$ cat config.mk
export PLATFORM = sky130hd
export DESIGN_NAME = apb_regfile_completer
export DESIGN_NICKNAME = d
export VERILOG_FILES = /design/src/rtl/apb_regfile_completer.sv
export SDC_FILE = /design/constraint.sdc
export NUM_CORES = 1
export LEC_CHECK = 0
export CORE_MARGIN = 2
export CORE_UTILIZATION = 55
export CTS_BUF_LIST = sky130_fd_sc_hd__clkbuf_16
export CTS_CLUSTER_SIZE = 30
export DETAILED_ROUTE_END_ITERATION = 10
export PLACE_DENSITY = 0.8
export SLEW_MARGIN = 25
export SYNTH_ARGS = -nofsm -noshare
export SYNTH_HDL_FRONTEND = slang
export SYNTH_SLANG_ARGS = --single-unit
$ cat constraint.sdc
create_clock -name PCLK -period 5.5 [get_ports PCLK]
set_input_delay 1.65 -clock PCLK [delete_from_list [all_inputs] [get_ports PCLK]]
set_output_delay 1.65 -clock PCLK [all_outputs]
set_load 0.1 [all_outputs]
$ cat src/rtl/apb_regfile_completer.sv
// apb_regfile_completer: APB completer exposing NUM_REGS word registers with
// a fixed number of wait states per transfer and an error response for
// unaligned or out-of-range addresses.
// Optional feature macro: APB_PSTRB_EN adds the PSTRB port and byte-lane writes.
module apb_regfile_completer #(
    parameter int ADDR_WIDTH  = 32,
    parameter int DATA_WIDTH  = 32,
    parameter int NUM_REGS    = 16,
    parameter int WAIT_CYCLES = 1
) (
    input  logic                    PCLK,
    input  logic                    PRESET,
    input  logic                    PSEL,
    input  logic                    PENABLE,
    input  logic [ADDR_WIDTH-1:0]   PADDR,
    input  logic                    PWRITE,
    input  logic [DATA_WIDTH-1:0]   PWDATA,
`ifdef APB_PSTRB_EN
    input  logic [DATA_WIDTH/8-1:0] PSTRB,
`endif
    output logic [DATA_WIDTH-1:0]   PRDATA,
    output logic                    PREADY,
    output logic                    PSLVERR
);

    localparam int         STRB_W     = DATA_WIDTH / 8;
    localparam int         IDX_W      = (NUM_REGS > 1) ? $clog2(NUM_REGS) : 1;
    localparam logic [3:0] WAIT_L     = 4'(WAIT_CYCLES);
    localparam logic [8:0] NUM_REGS_L = 9'(NUM_REGS);

    typedef enum logic {
        IDLE   = 1'b0,
        ACCESS = 1'b1
    } state_t;

    state_t                  state;
    logic [3:0]              wcnt;

    // Transfer attributes captured in the setup phase
    logic [7:0]              idx_q;
    logic [1:0]              lsb_q;
    logic                    write_q;
    logic [DATA_WIDTH-1:0]   wdata_q;
    logic [STRB_W-1:0]       strb_q;

    logic [DATA_WIDTH-1:0]   regs [NUM_REGS];

    logic [STRB_W-1:0]       strb_in;
    logic                    setup_phase;
    logic                    access_phase;
    logic                    addr_ok;
    logic                    rd_strb_err;
    logic                    xfer_err;
    logic                    wr_commit;
    logic [DATA_WIDTH-1:0]   rd_word;

`ifdef APB_PSTRB_EN
    assign strb_in     = PSTRB;
    // A read carrying any strobe is a protocol error
    assign rd_strb_err = !write_q && (strb_q != '0);
`else
    assign strb_in     = '1;
    assign rd_strb_err = 1'b0;
`endif

    // Address bits above the register window are ignored by decode
    if (ADDR_WIDTH > 10) begin : g_upper_addr
        logic unused_addr_bits;
        assign unused_addr_bits = ^PADDR[ADDR_WIDTH-1:10];
    end

    assign setup_phase  = (state == IDLE) && PSEL && !PENABLE;
    assign access_phase = (state == ACCESS) && PSEL && PENABLE;

    assign addr_ok  = (lsb_q == 2'b00) && ({1'b0, idx_q} < NUM_REGS_L);
    assign xfer_err = !addr_ok || rd_strb_err;

    // Completion is combinational so zero wait states finish in the first access cycle
    assign PREADY    = access_phase && (wcnt == WAIT_L);
    assign PSLVERR   = PREADY && xfer_err;
    assign wr_commit = PREADY && write_q && !xfer_err;

    assign rd_word = regs[idx_q[IDX_W-1:0]];
    assign PRDATA  = (PREADY && !write_q && !xfer_err) ? rd_word : '0;

    // Control FSM: setup moves to ACCESS, completion or abort returns to IDLE
    always_ff @(posedge PCLK) begin
        if (PRESET) begin
            state <= IDLE;
            wcnt  <= '0;
        end else begin
            case (state)
                IDLE: begin
                    if (PSEL && !PENABLE) begin
                        state <= ACCESS;
                        wcnt  <= '0;
                    end
                end
                ACCESS: begin
                    if (!(PSEL && PENABLE)) begin
                        state <= IDLE;
                    end else if (PREADY) begin
                        state <= IDLE;
                    end else begin
                        wcnt <= wcnt + 4'd1;
                    end
                end
                default: begin
                    state <= IDLE;
                    wcnt  <= '0;
                end
            endcase
        end
    end

    // Capture address, direction, data and strobes during the setup phase
    always_ff @(posedge PCLK) begin
        if (setup_phase) begin
            idx_q   <= PADDR[9:2];
            lsb_q   <= PADDR[1:0];
            write_q <= PWRITE;
            wdata_q <= PWDATA;
            strb_q  <= strb_in;
        end
    end

    // Register file: clear on reset, byte-lane update on the completing edge
    always_ff @(posedge PCLK) begin
        if (PRESET) begin
            for (int r = 0; r < NUM_REGS; r++) begin
                regs[r] <= '0;
            end
        end else if (wr_commit) begin
            for (int b = 0; b < STRB_W; b++) begin
                if (strb_q[b]) begin
                    regs[idx_q[IDX_W-1:0]][b*8 +: 8] <= wdata_q[b*8 +: 8];
                end
            end
        end
    end

endmodule

==> Yosys cells after proc, flatten, opt, wreduce, memory -nomap -nowiden <==
Memory sizes are Yosys's and may differ from the RTL's. A register that Yosys moved wholly into a read port is not among the register bits.
Cells that the tools add are included.
Widths: inputs -> output; s select.
{ "word_totals": {"word_cells": 51, "in_bits": 69, "register_bits": 48, "n_memories": 1, "output_inout_bits": 34, "ramBits": 512} }
{ "mem_list": {"columns": ["memory", "depth", "word_bits", "rd", "rd_ports_with_merged_regs", "write_ports", "line", "source"], "rows": [
  ["regs", 16, 32, 1, 1, 16, "46", "logic [DATA_WIDTH-1:0] regs [NUM_REGS];"]
]} }
{ "classes": {"order_cmp": 1, "n_addsub": 1, "eq_ne": 4, "muxes": 18, "n_reduce_logical": 19, "bitwise_logic": 1} }
{ "ops": {"columns": ["cell", "count"], "rows": [
  ["$mux 32", 2],
  ["$reduce_or 32->1", 1],
  ["$mux 4", 5],
  ["$logic_and 1x1->1", 13],
  ["$mux 1", 9],
  ["$lt 8x5->1 const B", 1],
  ["$pmux 4 s2", 1],
  ["$add 4x1->4 const B", 1],
  ["$eq 4x1->1 const B", 1],
  ["$ne 2x1->1 const B", 2],
  ["$logic_not 1->1", 3],
  ["$reduce_and 3->1", 1],
  ["$logic_not 2->1", 1],
  ["$ne 2x2->1 const B", 1],
  ["$pmux 1 s2", 1],
  ["$not 1->1", 1]
]} }

==> Longest topological paths before layout <==
{ "depth": {"depth_word": 10, "mapped_depth": 8, "mapped_depth_nobuf": 6} }

==> Least setup slack after synthesis <==
No wires, ideal clock.
{ "synth_timing": {"path_type": "input port to output port", "from": "input port PSEL", "to": "output port PSLVERR", "arrival_time_ps": 4918, "stages": 3, "slack_ps": -1068, "n_path_buf": 0, "required_ps": 3850, "path_cell_list": "and3_1 -> and2_1 -> a21boi_0"} }
{ "synth_between": {"elab_chain_cells": 4} }
{ "synth_rtl": {"columns": ["item", "line", "source"], "rows": [
  ["start, declared", "13", "input logic PSEL,"],
  ["$logic_and 1x1->1 (2 in series)", "73", "assign access_phase = (state == ACCESS) && PSEL && PENABLE;"],
  ["$logic_and 1x1->1", "79", "assign PREADY = access_phase && (wcnt == WAIT_L);"],
  ["via PREADY", "22", "output logic PREADY,"],
  ["$logic_and 1x1->1", "80", "assign PSLVERR = PREADY && xfer_err;"],
  ["end, declared", "23", "output logic PSLVERR"]
]} }
The timed path passes the listed nets, and every way through them passes these cells.

==> Worst setup path in the final report <==
{ "layout_timing": {"from": "input port PENABLE", "to": "output port PRDATA[9]"} }
{ "layout_between": {"elab_chain_cells": 5} }
{ "layout_rtl": {"columns": ["item", "line", "source"], "rows": [
  ["start, declared", "14", "input logic PENABLE,"],
  ["$logic_and 1x1->1", "73", null],
  ["$logic_and 1x1->1", "79", null],
  ["$logic_and 1x1->1 (2 in series)", "84", "assign PRDATA = (PREADY && !write_q && !xfer_err) ? rd_word : '0;"],
  ["$mux 32", "84", null],
  ["end, declared", "21", "output logic [DATA_WIDTH-1:0] PRDATA,"]
]} }
Every way passes these cells.

==> results.json <==
{
  "status": "complete, no violations",
  "dr.pass1.iters": 5,
  "fmax_mhz": 183,
  "fin_ws_ns": 0.0265,
  "fin_crit_ns": 5.47,
  "synth_cell_type_count": 38,
  "drive_above_1_share": 0.209,
  "syn_inst": 1515,
  "powerDensity_nw_per_um2": 317,
  "power_switching_mw": 1.96,
  "cp-startpoint": "PENABLE",
  "critPathMaxFanout": 17,
  "combinationalPowerShare": 0.060,
  "ir_drop_mv": 0.234,
  "cts_tree": "done",
  "rows": 78,
  "start_util": 0.553,
  "setup_viol_count_final": 0,
  "synth.most_common_cell": "edfxtp_1",
  "h-tree-depth": 2,
  "criticalPathCategory": "primary input to output port",
  "worstReg2RegStart": "wcnt[0]$_SDFFE_PP0P_",
  "avgSynthCellArea_um2": 16.5,
  "via_count": 13800,
  "cts-root-buf": "clkbuf_16",
  "crit_chain": "clkdlybuf4s50_1, and3_1, nand4_4, or3b_2, buf_4, o22ai_1, buf_12",
  "slowest_delay_ns": 0.53,
  "route.detailed.drc": 0,
  "dp_hpwl_um": 34300,
  "die_h_um": 217,
  "post-route-util": 0.638,
  "multi_input_area_um2": 7670,
  "post-cts-setup-buffers": 0,
  "tightest_slew_ns": 0.817,
  "worstHoldStart": "wcnt[1]$_SDFFE_PP0P_",
  "yosysSeqAreaShare": 0.676,
  "drt_iter0_markers": 1595,
  "synthArstFlopShare": 0,
  "endpoint_kind": "output port",
  "first_global_vias": 14100,
  "synth_commonest_cells": "edfxtp_1 (555), and2_1 (513), mux4_2 (128)",
  "cts.hold.buffers_added": 0,
  "min_period_over_period": 0.995,
  "fp.dieW_um": 217,
  "fin_cells": 2230,
  "area_delta_synth_final_pct": 15.3,
  "synth_edf_count": 555,
  "cpMaxStageDelayCell": "or3b_2",
  "gr-usage-all-layers": 0.260,
  "yosysTopAreaCell": "edfxtp_1",
  "antenna_cells": 0,
  "place_area_um2": 27000,
  "cp.required_ns": 3.85,
  "synth_area_leaders": "edfxtp_1 (67%), and2_1 (13%), mux4_2 (12%)",
  "io_pins": 103,
  "core-area_um2": 45100,
  "antenna_found_initial": 1,
  "rsz0062_at_grt": "yes",
  "p_seq_frac": 0.544,
  "cp.arrival_ns": 3.82,
  "yosysTopAreaCellShare": 0.669,
  "nFillCells": 3089,
  "portBuffers": 80,
  "grt_start_max_net_pins": 49,
  "crit_path_start_kind": "primary input",
  "clk_transition_reported_paths_ns": 0.06,
  "finalHoldViolCount": 0,
  "yosysWarningCount": 0,
  "grt_pass1_wl_um": 89100,
  "max_slew_margin": 0.455,
  "wl_per_cell_um": 26.8,
  "synth_nets": 1586,
  "leakagePower_nw": 10.5,
  "hp-class": "register to register",
  "clock-sinks": 564,
  "ff_latch_area_um2": 16900,
  "ys_ff_latch": 564,
  "dp.cells": 2131,
  "cts-resized-gates": 0,
  "dp_slack_ns": 0.0521,
  "synth_flop_cell": "edfxtp_1",
  "ant_nets": 0,
  "final_area_um2": 28700,
  "vias_per_cell": 6.18,
  "insertion_delay_ns": 0.61,
  "swShare": 0.215,
  "dieArea_um2": 47000,
  "cts_buffers": 55,
  "layout.nets": 1659,
  "wl_um": 59800,
  "clkPwrFrac": 0.396,
  "gp_congestion": 0.789,
  "fin_skew_ns": 0.0179,
  "intPower_mw": 7.15,
  "grt-ovfl-total": 0,
  "drv_cap": 0,
  "drv_slew": 0,
  "syn_area_um2": 24900,
  "clockBufferDepth": 3
}
==> power groups by stage <==
stage | clock network (mW) | registers, mW | logic (mW)
global placement | 0 | 5.03 | 0.547
detailed placement | 0 | 5.05 | 0.551
finish | 3.60 | 4.96 | 0.550
floorplan | 0 | 4.97 | 0.374
CTS | 3.64 | 4.96 | 0.554
global route | 3.81 | 4.97 | 0.574
==> worst max-delay path: cells and delay by family <==
kind,cells,cell delay (ns)
AOI/OAI and AO/OA,1,0.28
buffers and inverters,3,0.96
and+or+nand+nor,3,0.92
==> cells in the final DEF, fill, tap and decap left out, types with 2 or more instances in the layout <==
cell and count:
edfxtp_1 555, mux4_2 128, inv_1 14, o22ai_1 31
clkdlybuf4s50_1 46, clkinvlp_4 2, ha_1 2, nor3_4 9
nand2_1 8, buf_4 54, dfxtp_4 3, nand3_1 3
dfxtp_1 6, and2_1 513, nor3_1 3, xnor2_1 2
clkinv_1 18, mux2i_1 64, or2_2 16, bufinv_16 4
a311oi_1 3, clkinv_2 7, nand2b_1 5, nor2_1 4
mux2_2 3, clkbuf_16 57, nor4_4 2, nor4_2 5
buf_12 44
==> state kept, by name, indices dropped and copies added (netlist names), named ones only <==
name     flops
idx_q        8
lsb_q        2
regs       512
state        1
wcnt         4
wdata_q     32
write_q      1
==> final timing paths <==
| kind | depth (start not counted) | endpoint | slack, ns |
|---|---|---|---|
| max | 7 | PRDATA[9] | 0.03 |
| min | 2 | wcnt[1]$_SDFFE_PP0P_ | 0.52 |
| max reg2reg | 7 | regs[11][23]$_SDFFCE_PN0P_ | 2.45 |
| min reg2reg | 2 | wcnt[1]$_SDFFE_PP0P_ | 0.52 |
==> stage by stage <==
stage               setup TNS, ns  hold slack, ns  total power, mW
floorplan                  -14.02           0.478             5.35
global placement                0           0.495             5.58
detailed placement              0           0.508             5.60
CTS                             0           0.517             9.15
global route               -0.242           0.544             9.35
finish                          0           0.515             9.11
==> routing by layer <==
layer / vias to the layer above / wire length, um / part of all wire / GRT usage
met4: 0 / 2020 / 0.034 / 0.103
met5: - / 0 / 0 / 0.00521
met3: 138 / 5620 / 0.094 / 0.0436
li1: 5768 / - / - / -
met2: 781 / 29900 / 0.50 / 0.435
met1: 7097 / 22300 / 0.37 / 0.345
==> cells by family after synthesis <==
group | share of synthesized area
AND/OR/NAND/NOR | 0.148
flip-flops | 0.676
multiplexers | 0.143
buffers and inverters | 0.0210
AO/OA/AOI/OAI | 0.0104
XOR/XNOR | 0.00105
adder cells (fa/ha/maj) | 0.00100
==> final cells by class <==
class / instances / share of cell area
Sequential cell: 564 / 0.586
Multi-Input combinational cell: 819 / 0.267
Inverter: 4 / 0.000522
Clock inverter: 42 / 0.00988
Tap cell: 600 / 0.0261
Clock buffer: 57 / 0.0496
Timing Repair Buffer: 144 / 0.0608
Note: power is estimated with default switching activity, not from simulation.
